## src/rtl/accum_job_arbiter_pkg.sv

```systemverilog
// Shared definitions for the two-requester accumulate-job arbiter:
// default widths and the FSM state encoding.
package accum_job_arbiter_pkg;

   localparam int DEF_DATA_W = 32;
   localparam int DEF_LEN_W  = 16;

   typedef enum logic [1:0] {
      ST_IDLE   = 2'd0,
      ST_ACCUM  = 2'd1,
      ST_RESULT = 2'd2
   } state_e;

endpackage

```

## src/rtl/accum_job_arbiter_accum_unit.sv

```systemverilog
// Running-sum register shared by all jobs: synchronous clear has priority
// over the enable-gated add; the sum wraps modulo 2^DATA_W.
module accum_unit
   import accum_job_arbiter_pkg::*;
#(
   parameter int DATA_W = DEF_DATA_W
) (
   input  logic              clk,
   input  logic              reset,
   input  logic              clr_i,
   input  logic              en_i,
   input  logic [DATA_W-1:0] add_i,
   output logic [DATA_W-1:0] sum_o
);

   logic [DATA_W-1:0] sum_q;

   // NOTE: sequential state uses non-blocking assignments so every register
   // samples the pre-edge values regardless of block evaluation order.
   always_ff @(posedge clk or posedge reset) begin
      if (reset) begin
         sum_q <= '0;
      end else if (clr_i) begin
         sum_q <= '0;
      end else if (en_i) begin
         sum_q <= sum_q + add_i;
      end
   end

   assign sum_o = sum_q;

endmodule

```

## src/rtl/accum_job_arbiter.sv

```systemverilog
// Two requesters share one accumulator: a round-robin grant hands it to one
// job from command accept until its sum is taken from the result port.
module accum_job_arbiter
   import accum_job_arbiter_pkg::*;
#(
   parameter int DATA_W = DEF_DATA_W,
   parameter int LEN_W  = DEF_LEN_W
) (
   input  logic              clk,
   input  logic              reset,
   input  logic              io_cmd0_valid,
   output logic              io_cmd0_ready,
   input  logic [LEN_W-1:0]  io_cmd0_bits,
   input  logic              io_cmd1_valid,
   output logic              io_cmd1_ready,
   input  logic [LEN_W-1:0]  io_cmd1_bits,
   input  logic              io_data0_valid,
   output logic              io_data0_ready,
   input  logic [DATA_W-1:0] io_data0_bits,
   input  logic              io_data1_valid,
   output logic              io_data1_ready,
   input  logic [DATA_W-1:0] io_data1_bits,
   output logic              io_res_valid,
   input  logic              io_res_ready,
   output logic [DATA_W-1:0] io_res_bits,
   output logic              io_res_id,
   output logic              io_busy
);

   state_e            state_q, state_d;
   logic [LEN_W-1:0]  cnt_q, cnt_d;
   logic              owner_q, owner_d;
   logic              last_q, last_d;

   logic              grant0, grant1;
   logic [LEN_W-1:0]  cmd_len;
   logic              owner_valid;
   logic              cmd0_rdy, cmd1_rdy, data0_rdy, data1_rdy, res_vld;
   logic              acc_clr, acc_en;
   logic [DATA_W-1:0] acc_add, acc_sum;

   // On a tie the requester that was not served last wins.
   assign grant0      = io_cmd0_valid & (~io_cmd1_valid | last_q);
   assign grant1      = io_cmd1_valid & (~io_cmd0_valid | ~last_q);
   assign cmd_len     = grant1 ? io_cmd1_bits : io_cmd0_bits;
   assign owner_valid = owner_q ? io_data1_valid : io_data0_valid;
   assign acc_add     = owner_q ? io_data1_bits  : io_data0_bits;

   always_ff @(posedge clk or posedge reset) begin
      if (reset) begin
         state_q <= ST_IDLE;
         cnt_q   <= '0;
         owner_q <= 1'b0;
         last_q  <= 1'b1;
      end else begin
         state_q <= state_d;
         cnt_q   <= cnt_d;
         owner_q <= owner_d;
         last_q  <= last_d;
      end
   end

   always_comb begin
      // NOTE: every signal driven here gets a default first, so no path
      // through the case can leave one unassigned and infer a latch.
      state_d   = state_q;
      cnt_d     = cnt_q;
      owner_d   = owner_q;
      last_d    = last_q;
      cmd0_rdy  = 1'b0;
      cmd1_rdy  = 1'b0;
      data0_rdy = 1'b0;
      data1_rdy = 1'b0;
      res_vld   = 1'b0;
      acc_clr   = 1'b0;
      acc_en    = 1'b0;

      case (state_q)
         ST_IDLE: begin
            cmd0_rdy = grant0;
            cmd1_rdy = grant1;
            if (grant0 | grant1) begin
               cnt_d   = cmd_len;
               owner_d = grant1;
               acc_clr = 1'b1;
               state_d = (cmd_len == '0) ? ST_RESULT : ST_ACCUM;
            end
         end
         ST_ACCUM: begin
            data0_rdy = ~owner_q;
            data1_rdy = owner_q;
            if (owner_valid) begin
               acc_en = 1'b1;
               cnt_d  = cnt_q - LEN_W'(1);
               if (cnt_q == LEN_W'(1)) begin
                  state_d = ST_RESULT;
               end
            end
         end
         ST_RESULT: begin
            res_vld = 1'b1;
            if (io_res_ready) begin
               last_d  = owner_q;
               state_d = ST_IDLE;
            end
         end
         default: begin
            state_d = ST_IDLE;
         end
      endcase
   end

   accum_unit #(.DATA_W(DATA_W)) u_accum (
      .clk   (clk),
      .reset (reset),
      .clr_i (acc_clr),
      .en_i  (acc_en),
      .add_i (acc_add),
      .sum_o (acc_sum)
   );

   // Handshake outputs are forced low while reset is held, even with valids high.
   assign io_cmd0_ready  = cmd0_rdy  & ~reset;
   assign io_cmd1_ready  = cmd1_rdy  & ~reset;
   assign io_data0_ready = data0_rdy & ~reset;
   assign io_data1_ready = data1_rdy & ~reset;
   assign io_res_valid   = res_vld   & ~reset;
   assign io_busy        = (state_q != ST_IDLE) & ~reset;
   assign io_res_bits    = acc_sum;
   assign io_res_id      = owner_q;

endmodule

```

## config.mk

```make
export PLATFORM = sky130hd
export DESIGN_NAME = accum_job_arbiter
export DESIGN_NICKNAME = d
export VERILOG_FILES = /design/src/rtl/accum_job_arbiter_pkg.sv /design/src/rtl/accum_job_arbiter_accum_unit.sv /design/src/rtl/accum_job_arbiter.sv
export SDC_FILE = /design/constraint.sdc
export NUM_CORES = 1
export LEC_CHECK = 0
export BUFFER_PORTS_ARGS = -buffer_cell sky130_fd_sc_hd__buf_4
export CAP_MARGIN = 20
export CELL_PAD_IN_SITES_DETAIL_PLACEMENT = 2
export CELL_PAD_IN_SITES_GLOBAL_PLACEMENT = 2
export CORE_ASPECT_RATIO = 2
export CORE_UTILIZATION = 30
export CTS_CLUSTER_DIAMETER = 120
export DETAILED_ROUTE_END_ITERATION = 10
export GPL_ROUTABILITY_DRIVEN = 1
export HOLD_SLACK_MARGIN = 0.06
export PLACE_DENSITY = 0.88
export SKIP_CTS_REPAIR_TIMING = 1
export SYNTH_ARGS = -nofsm -noshare
export SYNTH_HDL_FRONTEND = slang
export SYNTH_SLANG_ARGS = --single-unit
```

## constraint.sdc

```tcl
create_clock -name clk -period 3.4 [get_ports clk]
set_input_delay 0.68 -clock clk [delete_from_list [all_inputs] [get_ports clk]]
set_output_delay 0.68 -clock clk [all_outputs]
set_load 0.005 [all_outputs]
```

======== After elaboration in Yosys (flattened, before gate mapping) ========
Index checks and enable logic that the tools add are counted.
operators by class
  order comparisons ....................... 0
  $add $sub $neg .......................... 2
  divide/modulo/power cells ............... 0
  bitwise operators ....................... 16
  equal/unequal tests ..................... 7
  muxes and demuxes ....................... 23
  reduce and logical (&&, ||, !) cells .... 9
  shifts and indexed selects .............. 0
  multiply operators ...................... 0
operators with widths
  operator                                                               number
  32-bit 2-to-1 mux                                                      3
  16-bit 2-to-1 mux                                                      3
  32-bit adder                                                           1
  16-bit case mux with 2 select lines                                    1
  16-bit by 1-bit == test with 1-bit output (second input constant)      1
  16-bit zero test                                                       1
  16-bit by 1-bit subtractor with 16-bit output (second input constant)  1
  1-bit 2-to-1 mux                                                       10
  2-bit 2-to-1 mux                                                       5
  1-bit bitwise AND                                                      8
  2-bit != test (second input constant)                                  4
  2-bit case mux with 3 select lines                                     1
  2-bit nonzero test                                                     3
  1-bit inverter                                                         5
  2-bit AND reduction                                                    2
  4-bit AND reduction                                                    1
  1-bit OR                                                               3
  3-bit AND reduction                                                    1
  2-bit by 1-bit == test with 1-bit output (second input constant)       1
  2-bit == test (second input constant)                                  1
  2-bit zero test                                                        1
storage, ports and cells
  bits in read-only memories .............. 0
  output and inout port bits .............. 39
  word-level logic and storage cells ...... 62
  bits of input ports ..................... 103
  bits in latches ......................... 0
  bits in registers ....................... 52
  memories kept ........................... 0
  RAM bits ................................ 0

======== Logic depth before layout (Yosys ltp) ========
Gate-level depths: netlist of the first run.
  word-level depth ........................ 8
  gate-level depth with buffers ........... 13
  gate-level depth less buffers ........... 12

======== Cells and area by module ========
From an unflattened synthesis of the first run, not the netlist that was laid out.
unflattened totals
  cell total of the unflattened synthesis .. 555
  area, all modules ....................... 4,994.8 um^2
by module, submodules not included
  module             seq. area each (um^2)  instances  area an instance (um^2)  cells each
  accum_unit         800.8                  1          2,995.4                  336
  accum_job_arbiter  501.7                  1          1,999.4                  219

======== Least setup slack after synthesis of the first run ========
No wires, ideal clock.
  path kind ............................... reg2reg
  from .................................... reg owner_q, in the netlist io_res_id
  to ...................................... reg u_accum.sum_q[28], in the netlist u_accum.sum_o[28]
  arrival ................................. 2.880 ns
  slack ................................... 0.387 ns
  stages on the path, launching flop included .. 12
  data required time ...................... 3.267 ns
  period minus slack after synthesis ...... 3.013 ns
  buffers on the path ..................... 2
  library setup time ...................... 0.133 ns
  cell sequence ........................... dfrtp_1 buf_2 buf_1 mux2_2 ha_1 a21oi_1 o21ai_0 a2111oi_0 a21oi_1 a41oi_1 xor2_1 o21ai_0
on the way
  cells in the longest elaborated chain, start to end .. 4
  elaborated cells on any way between the ends .. 8
  those cells by class .................... add/sub (1); mux (6); reduce/logical (1)
ends and longest elaborated chain
  what                                                     RTL line                                                     source
  from (decl)                                              accum_job_arbiter.sv:32                                      logic owner_q, owner_d;
  from (signal assigned)                                   accum_job_arbiter.sv:58                                      owner_q <= owner_d;
  32-bit 2-to-1 mux or 1-bit 2-to-1 mux (tied branches)    accum_job_arbiter.sv:47, accum_job_arbiter.sv:46
  32-bit adder or 1-bit 2-to-1 mux (tied branches)         accum_job_arbiter_accum_unit.sv:26, accum_job_arbiter.sv:92
  32-bit 2-to-1 mux or 1-bit 2-to-1 mux (tied branches)    accum_job_arbiter_accum_unit.sv:25, accum_job_arbiter.sv:78
  32-bit 2-to-1 mux or 2-bit nonzero test (tied branches)  --
  to (signal assigned)                                     accum_job_arbiter_accum_unit.sv:26                           sum_q <= sum_q + add_i;
  to (decl)                                                accum_job_arbiter_accum_unit.sv:16                           logic [DATA_W-1:0] sum_q;
Several ways; a longest one is shown, not always the timed one. The select of a mux whose other input is x is not followed.
A chain may end at the register's enable or synchronous reset.

======== Worst setup path in the final report of the first run ========
Same ends and word-level chain as after synthesis.

==> results of run 1 <==
[layer usage]
metal,vias to the layer above,global-route usage (%),wire (um)
met5,-,0,0
met4,0,15.46,1196
met3,60,1.961,565
met2,162,49.33,10990
met1,2515,21.09,6168
li1,2386,-,-
[power breakdown]
group	internal, W	switching [W]	total (W)
Sequential	0.000898	0.000281	0.00118
Clock	0.000276	0.000256	0.000531
Combinational	0.00164	0.00230	0.00393
Total	0.00281	0.00283	0.00564
[layout make-up]
class,instances,area [um2]
sequential,52,1304
inverter,14,52.55
antenna,1,2.502
clock buffer,6,128.9
timing repair buffer,155,1176
multi-input combinational,484,3226
clock inverter,2,16.27
fill,1757,9141
tap,198,247.7
[cells by family after synthesis]
family	share of synthesized area (%)
muxes	10.25
adders and majority gates	9.261
and+or+nand+nor	20.07
buffers and inverters	3.453
AOI/OAI and AO/OA	24.04
DFF	27.86
xor gates and xnor gates	5.059
[registers in the layout, summed over array words and instances (netlist names)]
register       flops
state_q            2
cnt_q             16
last_q             1
u_accum.sum_o     32
io_res_id          1
[cell usage after synthesis (14+ instances only)]
master	number	share of area, %
nor3_1	16	1.7
mux2_2	31	7.5
xnor2_1	14	2.6
a21oi_1	55	5.9
dfrtp_1	51	27
ha_1	33	8.8
nand3_1	34	3.6
inv_1	14	1.1
nand2_1	59	4.7
o21ai_0	60	6.4
nor2_1	40	3.2
clkbuf_1	20	1.6
[worst register-to-register path: stages, from the launching register on]
cell,delay [ns]
dfrtp_2,0.43
buf_12,0.17
mux2_2,0.27
ha_1,0.17
inv_1,0.06
fa_1,0.41
nor2b_1,0.20
o211ai_1,0.18
a31oi_4,0.25
o211ai_1,0.19
a21oi_2,0.33
a41oi_1,0.20
xor2_1,0.18
o21ai_0,0.15
[stage by stage]
stage | setup WS, ns | std cells | setup TNS, ns | hold slack (ns) | instance area [um2]
2_1_floorplan | 0.3869 | 578 | 0 | 0.4660 | 4674
3_3_place_gp | 0.1447 | 903 | 0 | 0.4845 | 5997
3_5_place_dp | 0.02489 | 903 | 0 | 0.5017 | 5997
4_1_cts | -0.009434 | 911 | -0.009434 | 0.3544 | 6142
5_1_grt | -0.04758 | 912 | -0.04758 | 0.3668 | 6153
6_report | 0.1225 | 912 | 0 | 0.3451 | 6153
[how the worst min path moves through the flow]
stage | startpoint | end | slack (ns)
floorplan | cnt_q[11] | cnt_q[11] | 0.47
global placement | cnt_q[11] | cnt_q[11] | 0.48
detailed placement | cnt_q[11] | cnt_q[11] | 0.50
CTS | reset | state_q[1] | 0.35
global route | reset | state_q[0] | 0.37
finish | reset | state_q[0] | 0.35
[cells in the final DEF, fill, tap and decap left out, drive strengths merged, types with 2 or more instances in the layout]
| cell | instances |
|---|---|
| buf | 155 |
| nor3 | 17 |
| o31ai | 7 |
| or4 | 2 |
| a31oi | 2 |
| ha | 33 |
| mux2i | 13 |
| clkbuf | 6 |
| a211oi | 2 |
| or3 | 3 |
| nand3b | 3 |
| xnor2 | 14 |
| xor2 | 13 |
| mux2 | 31 |
| and3 | 5 |
| nand3 | 34 |
| nor2 | 40 |
| nor4 | 5 |
| nor2b | 4 |
| o21a | 4 |
| nand2 | 59 |
| nand2b | 6 |
| a21oi | 55 |
| a41oi | 2 |
| dfrtp | 51 |
| or2 | 2 |
| o21ai | 68 |
| a32oi | 2 |
| nand4 | 8 |
| a22o | 6 |
| o22a | 2 |
| nor3b | 3 |
| o21bai | 4 |
| inv | 14 |
| a21o | 8 |
| o211ai | 5 |
| and2 | 2 |
| o22ai | 5 |
==> flow_metrics.env, run 1 <==
export IMPL_nNetsFinal=849
export IMPL_utilization_pct=40.23
export IMPL_cts_tree="yes"
export IMPL_tightest_slew_ns=0.8303
export IMPL_reg2reg_depth=13
export IMPL_drcViolationCount=0
export IMPL_grt_max_degree=58
export IMPL_die_area_um2=16120
export IMPL_clockRootBuffer="clkbuf_16"
export IMPL_cp_endpoint="u_accum.sum_o[28]"
export IMPL_start_util_pct=30.56
export IMPL_crit_chain="buf_12 -> mux2_2 -> ha_1 -> inv_1 -> fa_1 -> nor2b_1 -> o211ai_1 -> a31oi_4 -> o211ai_1 -> a21oi_2 -> a41oi_1 -> xor2_1 -> o21ai_0"
export IMPL_finalWirelength_um=18920
export IMPL_async_flop_share_pct=100.0
export IMPL_netlist_instances=578
export IMPL_finClkSkew_ns=0.007286
export IMPL_seq_area_frac_synth_pct=27.86
export IMPL_crit_path_end_kind="flip-flop"
export IMPL_die_w_um=90.27
export IMPL_cts_inserted_buffers=5
export IMPL_first_iter_violations=109
export IMPL_grt_total_usage_pct=23.70
export IMPL_maxCapViolCount=0
export IMPL_status="completed"
export IMPL_cp_depth=13
export IMPL_slew_viol_final=0
export IMPL_slowest_stage="dfrtp_2"
export IMPL_globalplace_congestion=0.8955
export IMPL_min_delay_path_class="in2async"
export IMPL_ir_drop_mv=0.3118
export IMPL_globalRouteOverflowTotal=0
export IMPL_critPathBufInv=2
export IMPL_synth_area_um2=4674
export IMPL_syn_to_final_growth_pct=31.64
export IMPL_reg2reg_slack_ns=0.12
export IMPL_ys_warn_count=0
export IMPL_clock_path_buffers=2
export IMPL_via_per_inst=5.617
export IMPL_avgSynthCellArea_um2=8.087
export IMPL_r2r_end="u_accum.sum_o[28]"
export IMPL_synthesis_nets=715
export IMPL_crit_fanout=28
export IMPL_crit_path_max_incr_delay_ns=0.43
export IMPL_crit_type="reg2reg"
export IMPL_grt_pass1_vias=5902
export IMPL_slew_headroom_pct=44.14
export IMPL_ys_ff_latch=52
export IMPL_place_detailed_hpwl_um=15440
export IMPL_critical_path_startpoint="io_res_id"
export IMPL_clock_sinks=52
export IMPL_antenna_found_initial=1
export IMPL_critPathLaunchType="flip-flop"
export IMPL_critical_path_required_ns=3.61
export IMPL_cpMostUsedCell="o211ai_1"
export IMPL_rows=64
export IMPL_fmax_mhz=305.1
export IMPL_htreeDepth=2
export IMPL_clk_pin_slew_ns=0.07
export IMPL_setup_violations_final=0
export IMPL_synth_distinct_cells=63
export IMPL_ios=142
export IMPL_grt_pass1_wl_um=29970
export IMPL_power_density_nw_per_um2=917.4
export IMPL_leakage_nw=2.780
export IMPL_hold_violations=0
export IMPL_path_delay_family="compound AO/OA/AOI/OAI gates"
export IMPL_drive_above_1_share_pct=29.17
export IMPL_wl_per_cell_um=20.75
export IMPL_clk_latency_ns=0.30
export IMPL_synth_flop_cell="dfrtp_1"
export IMPL_die_h_um=178.5
export IMPL_synth_edf_count=0
export IMPL_worstPathArrival_ns=3.49
export IMPL_io_buffers=141
export IMPL_vias=5123
export IMPL_layout_worst_path_cycle_share_pct=96.40
export IMPL_finalPower_w=0.005645
export IMPL_fin_crit_ns=3.278
export IMPL_rr_startpoint="io_res_id"
export IMPL_rsz0062_at_grt="true"
export IMPL_drt_pass1_iter_count=4
export IMPL_core_area_um2=15290
export IMPL_ant_nets=0
No activity file was read; power rests on OpenSTA's default activity.
==> run 2, diff against run 1 <==
--- a/config.mk
+++ b/config.mk
@@ -11,4 +11,5 @@
 export CELL_PAD_IN_SITES_GLOBAL_PLACEMENT = 2
 export CORE_ASPECT_RATIO = 2
+export CORE_MARGIN = 3
 export CORE_UTILIZATION = 30
 export CTS_CLUSTER_DIAMETER = 120
@@ -18,4 +19,5 @@
 export PLACE_DENSITY = 0.88
 export SKIP_CTS_REPAIR_TIMING = 1
+export SLEW_MARGIN = 20
 export SYNTH_ARGS = -nofsm -noshare
 export SYNTH_HDL_FRONTEND = slang
==> constraint.sdc (replaced) <==
create_clock -name clk -period 3.4 [get_ports clk]
set_input_delay 0.68 -clock clk [delete_from_list [all_inputs] [get_ports clk]]
set_output_delay 0.68 -clock clk [all_outputs]
set_load 0.1 [all_outputs]
==> run 2 against run 1 <==
Critical path depth unchanged. Worst hold slack improved by 0.12 ns. Fmax increased by 1.3%. Highest routed layer unchanged. Sequential share of layout area decreased by 0.33 points. Total power increased by 23%. Die area increased by 6.8%. Global-route usage decreased by 1.2 points.
==> flow_metrics.env, run 2 (synthesis results as in run 1) <==
export IMPL_status="completed"
export IMPL_postLayoutCellArea_um2=6252
export IMPL_layout_worst_path_cycle_share_pct=95.20
export IMPL_slew_viol_final=0
export IMPL_switching_share_pct=57.96
export IMPL_tightest_slew_ns=0.6558
export IMPL_grt_pass1_vias=5922
export IMPL_ir_drop_mv=0.5226
export IMPL_io_buffers=141
export IMPL_power_density_nw_per_um2=1113
export IMPL_num_fill_cells=1750
export IMPL_cts_inserted_buffers=5
export IMPL_diodes=0
export IMPL_pre_cts_ws_ns=-0.1296
export IMPL_rows=64
export IMPL_globalRouteOverflowTotal=0
export IMPL_grt_max_degree=43
export IMPL_whs_ns=0.4626
export IMPL_r2r_end="u_accum.sum_o[25]"
export IMPL_worstPathArrival_ns=3.42
export IMPL_critPathLaunchType="flip-flop"
export IMPL_maxCapViolCount=0
export IMPL_htreeDepth=2
export IMPL_crit_fanout=15
export IMPL_nNetsFinal=857
export IMPL_wl_per_cell_um=20.86
export IMPL_place_detailed_hpwl_um=15850
export IMPL_via_per_inst=5.643
export IMPL_vias=5186
export IMPL_die_area_um2=17210
export IMPL_finClkSkew_ns=0.008148
export IMPL_die_h_um=182.5
export IMPL_crit_type="reg2reg"
export IMPL_final_cell_mix="buf_4, o21ai_0, nand2_1"
export IMPL_setup_violations_final=0
export IMPL_crit_chain="buf_12 -> mux2_2 -> ha_1 -> nand2_1 -> o211ai_1 -> nand3_1 -> nand2_1 -> a221oi_1 -> buf_4 -> o41ai_2 -> buf_4 -> mux2i_1 -> nand3_1"
export IMPL_min_delay_path_class="in2async"
export IMPL_crit_path_end_kind="flip-flop"
export IMPL_drcViolationCount=0
export IMPL_p_comb_share_pct=75.0
export IMPL_start_util_pct=30.56
export IMPL_globalplace_congestion=0.8531
export IMPL_hold_violations=0
export IMPL_finalWirelength_um=19170
export IMPL_seq_power_share_pct=17.1
export IMPL_clockRootBuffer="clkbuf_16"
export IMPL_grt_total_usage_pct=22.55
export IMPL_reg2reg_slack_ns=0.16
export IMPL_place_area_um2=6087
export IMPL_reg2reg_depth=13
export IMPL_die_w_um=94.27
export IMPL_largest_reg_flops=32
export IMPL_clock_path_buffers=2
export IMPL_cts_tree="yes"
export IMPL_critical_path_required_ns=3.58
export IMPL_syn_to_final_growth_pct=33.75
export IMPL_drt_pass1_iter_count=4
export IMPL_antenna_found_initial=0
export IMPL_slowest_stage="dfrtp_2"
export IMPL_critical_path_startpoint="io_res_id"
export IMPL_clk_latency_ns=0.30
export IMPL_fin_crit_ns=3.237
export IMPL_clk_pin_slew_ns=0.08
export IMPL_ant_nets=0
export IMPL_rsz0062_at_grt="false"
export IMPL_first_iter_violations=130
export IMPL_power_switching_w=0.004032
export IMPL_setup_slack_ns=0.1631
export IMPL_crit_path_max_incr_delay_ns=0.42
export IMPL_fmax_mhz=308.9
export IMPL_drive_above_1_share_pct=30.51
export IMPL_clock_sinks=52
export IMPL_core_area_um2=15290
export IMPL_rr_startpoint="io_res_id"
export IMPL_setup_tns_final_ns=0
export IMPL_ios=142
export IMPL_cell_internal_pwr_w=0.002925
export IMPL_leakage_nw=2.826
export IMPL_clockPowerShare_pct=7.9
export IMPL_grt_pass1_wl_um=30530
export IMPL_final_common_cell="buf_4"
export IMPL_utilization_pct=40.88
export IMPL_slew_headroom_pct=56.17
run 2: worst max path at each step:
stage | end | slack (ns) | cells after the start
floorplan | u_accum.sum_o[25] | 0.03 | 13
global placement | u_accum.sum_o[25] | 0.01 | 14
detailed placement | u_accum.sum_o[25] | -0.13 | 14
CTS | u_accum.sum_o[25] | -0.04 | 14
global route | u_accum.sum_o[25] | 0.001 | 13
finish | u_accum.sum_o[25] | 0.16 | 13
run 2: cell type report:
class                           instances  area, um2  share of cell area (%)
Tap cell                              198      247.7                   3.962
Clock inverter                          1      7.507                  0.1201
Clock buffer                            7      142.6                   2.281
Timing Repair Buffer                  163       1249                   19.97
Multi-Input combinational cell        484       3246                   51.91
Inverter                               14      56.30                  0.9005
Sequential cell                        52       1304                   20.85
run 2: critical path: cells and delay by family, from the launching register on:
| kind | cells | cell delay [ns] |
|---|---|---|
| AOI/OAI and AO/OA | 3 | 0.71 |
| muxes | 2 | 0.60 |
| buffers and inverters | 3 | 0.53 |
| and+or+nand+nor | 4 | 0.49 |
| DFF | 1 | 0.42 |
| adders and majority gates | 1 | 0.37 |
run 2: metrics by stage:
| stage | total power [W] | instances |
|---|---|---|
| 2_1_floorplan | 0.004862 | 578 |
| 3_3_place_gp | 0.006181 | 911 |
| 3_5_place_dp | 0.006413 | 911 |
| 4_1_cts | 0.006994 | 919 |
| 5_1_grt | 0.007490 | 919 |
| 6_report | 0.006957 | 919 |
run 2: layer usage:
| metal | track usage [%] | up-vias | wire, um |
|---|---|---|---|
| met1 | 21.81 | 2587 | 6489 |
| met2 | 45.64 | 148 | 11180 |
| li1 | - | 2400 | - |
| met5 | 0 | - | 0 |
| met3 | 2.104 | 51 | 631 |
| met4 | 10.19 | 0 | 874 |
run 2: power groups by stage:
stage | logic [W] | clock network, W | registers [W]
after global routing | 0.00567 | 0.000588 | 0.00123
after detailed placement | 0.00521 | 0 | 0.00120
final | 0.00522 | 0.000548 | 0.00119
after floorplan | 0.00272 | 0 | 0.00214
after global placement | 0.00502 | 0 | 0.00117
after CTS | 0.00524 | 0.000560 | 0.00119
==> run 3, diff against run 2 <==
Settings changed: GPL_TIMING_DRIVEN set to 0.
Clock period 3.4 ns to 3.6 ns, I/O delays scaled along.
==> run 3 against run 2 <==
Worst setup slack got worse by 0.054 ns. Total power decreased by 4.3%. Register-to-register slack got worse by 0.05 ns. Global-route usage increased by 0.79 points. Fmax decreased by 7.3%. Critical endpoint is now u_accum.sum_o[31]. Sequential power decreased by 6%. Worst hold slack got worse by 0.027 ns. Clock power decreased by 4.7%. Non-clock buffer count increased by 7. First-iteration DRC count increased by 57%.
==> flow_metrics.env, run 3 (synthesis results as in run 1) <==
export IMPL_nNetsFinal=864
export IMPL_utilization_pct=40.92
export IMPL_core_area_um2=15290
export IMPL_crit_path_end_kind="flip-flop"
export IMPL_crit_chain="clkbuf_4 -> clkbuf_4 -> mux2_2 -> ha_1 -> nand2_1 -> o21ai_1 -> nor2_1 -> o31ai_4 -> nand4_1 -> o21ai_1 -> xnor2_1 -> o21ai_1"
export IMPL_setup_violations_final=0
export IMPL_io_buffers=141
export IMPL_rows=64
export IMPL_slew_headroom_pct=33.87
export IMPL_start_util_pct=30.56
export IMPL_final_cell_mix="buf_4, nand2_1, o21ai_0"
export IMPL_fmax_mhz=286.5
export IMPL_p_comb_share_pct=75.3
export IMPL_grt_pass1_wl_um=31400
export IMPL_die_h_um=182.5
export IMPL_place_detailed_hpwl_um=16700
export IMPL_ios=142
export IMPL_clockRootBuffer="clkbuf_16"
export IMPL_power_density_nw_per_um2=1064
export IMPL_num_fill_cells=1748
export IMPL_critPathBufInv=2
export IMPL_hold_violations=0
export IMPL_maxCapViolCount=0
export IMPL_globalRouteOverflowTotal=0
export IMPL_seq_power_share_pct=16.9
export IMPL_antenna_found_initial=0
export IMPL_grt_pass1_vias=6040
export IMPL_crit_type="reg2reg"
export IMPL_clk_pin_slew_ns=0.08
export IMPL_layout_worst_path_cycle_share_pct=96.96
export IMPL_status="completed"
export IMPL_ir_drop_mv=0.5143
export IMPL_leakage_nw=2.790
export IMPL_drive_above_1_share_pct=28.98
export IMPL_die_w_um=94.27
export IMPL_critPathLaunchType="flip-flop"
export IMPL_grt_max_degree=33
export IMPL_clk_latency_ns=0.30
export IMPL_drcViolationCount=0
export IMPL_worstPathArrival_ns=3.66
export IMPL_cell_internal_pwr_w=0.002698
export IMPL_slew_viol_final=0
export IMPL_clock_path_buffers=2
export IMPL_clockPowerShare_pct=7.8
export IMPL_finClkSkew_ns=0.01143
export IMPL_syn_to_final_growth_pct=33.89
export IMPL_crit_fanout=10
export IMPL_reg2reg_slack_ns=0.11
export IMPL_grt_total_usage_pct=23.34
export IMPL_critical_path_required_ns=3.77
export IMPL_whs_ns=0.4357
export IMPL_pre_cts_ws_ns=-0.7124
export IMPL_min_delay_path_class="in2async"
export IMPL_drt_pass1_iter_count=4
export IMPL_fin_crit_ns=3.491
export IMPL_htreeDepth=2
export IMPL_crit_path_max_incr_delay_ns=0.39
export IMPL_diodes=0
export IMPL_globalplace_congestion=0.8886
export IMPL_switching_share_pct=59.50
export IMPL_tightest_slew_ns=0.9853
export IMPL_clock_sinks=52
export IMPL_cpMostUsedCell="o21ai_1"
export IMPL_largest_reg_flops=32
export IMPL_cts_inserted_buffers=5
export IMPL_slowest_stage="ha_1"
export IMPL_path_delay_family="compound AO/OA/AOI/OAI gates"
export IMPL_vias=5255
export IMPL_die_area_um2=17210
export IMPL_setup_slack_ns=0.1094
export IMPL_via_per_inst=5.675
export IMPL_finalWirelength_um=20460
export IMPL_cts_tree="yes"
export IMPL_first_iter_violations=204
export IMPL_wl_per_cell_um=22.09
export IMPL_final_common_cell="buf_4"
export IMPL_power_switching_w=0.003963
export IMPL_ant_nets=0
run 3: cell count changes in the layout (fill, tap and decap cells not counted), sizes merged:
cell	change
clkbuf	+25
buf	-17
clkinvlp	-2
inv	+1
run 3: layout make-up:
type	count	area, um2	area share (%)
Clock buffer	8	146.4	2.339
Inverter	14	55.05	0.8796
Sequential cell	52	1304	20.83
Multi-Input combinational cell	484	3304	52.80
Tap cell	198	247.7	3.958
Timing Repair Buffer	142	1079	17.23
Buffer	28	122.6	1.959
run 3: worst paths after layout:
check                           from                 to  depth (start not counted)
hold reg to reg            cnt_q[11]          cnt_q[11]                          1
setup reg to reg           io_res_id  u_accum.sum_o[31]                         12
min in group clk           cnt_q[11]          cnt_q[11]                          1
max in group asynchronous      reset             last_q                          3
hold / removal                 reset  u_accum.sum_o[19]                          2
setup / recovery           io_res_id  u_accum.sum_o[31]                         12
run 3: power by group through the flow:
stage | clock network (W) | registers (W) | logic, W
final | 0.000522 | 0.00112 | 0.00502
after global routing | 0.000549 | 0.00116 | 0.00540
after CTS | 0.000531 | 0.00112 | 0.00489
after detailed placement | 0 | 0.00112 | 0.00487
after global placement | 0 | 0.00109 | 0.00468
after floorplan | 0 | 0.00203 | 0.00256
run 3: worst register-to-register path, stage by stage, from the launching register on:
cell      delay [ns]
dfrtp_2         0.37
clkbuf_4        0.26
clkbuf_4        0.30
mux2_2          0.37
ha_1            0.39
nand2_1         0.23
o21ai_1         0.36
nor2_1          0.14
o31ai_4         0.23
nand4_1         0.23
o21ai_1         0.27
xnor2_1         0.16
o21ai_1         0.08
run 3: routing by layer:
| metal | wire, um | vias up | track usage [%] | part of all wire [%] |
|---|---|---|---|---|
| met5 | 0 | - | 0 | 0 |
| met4 | 1034 | 0 | 11.98 | 5.1 |
| met3 | 693 | 52 | 2.186 | 3.4 |
| met2 | 11840 | 161 | 47.04 | 58 |
| met1 | 6889 | 2621 | 22.10 | 34 |
| li1 | - | 2421 | - | - |
run 3: metrics by stage:
stage / total power (W) / TNS (ns) / cell area, um2 / std cells
2_1_floorplan: 0.004587 / 0 / 4686 / 578
3_3_place_gp: 0.005770 / -4.173 / 5992 / 917
3_5_place_dp: 0.005993 / -4.480 / 6015 / 918
4_1_cts: 0.006537 / -4.530 / 6161 / 926
5_1_grt: 0.007115 / -0.09396 / 6259 / 926
6_report: 0.006661 / 0 / 6259 / 926
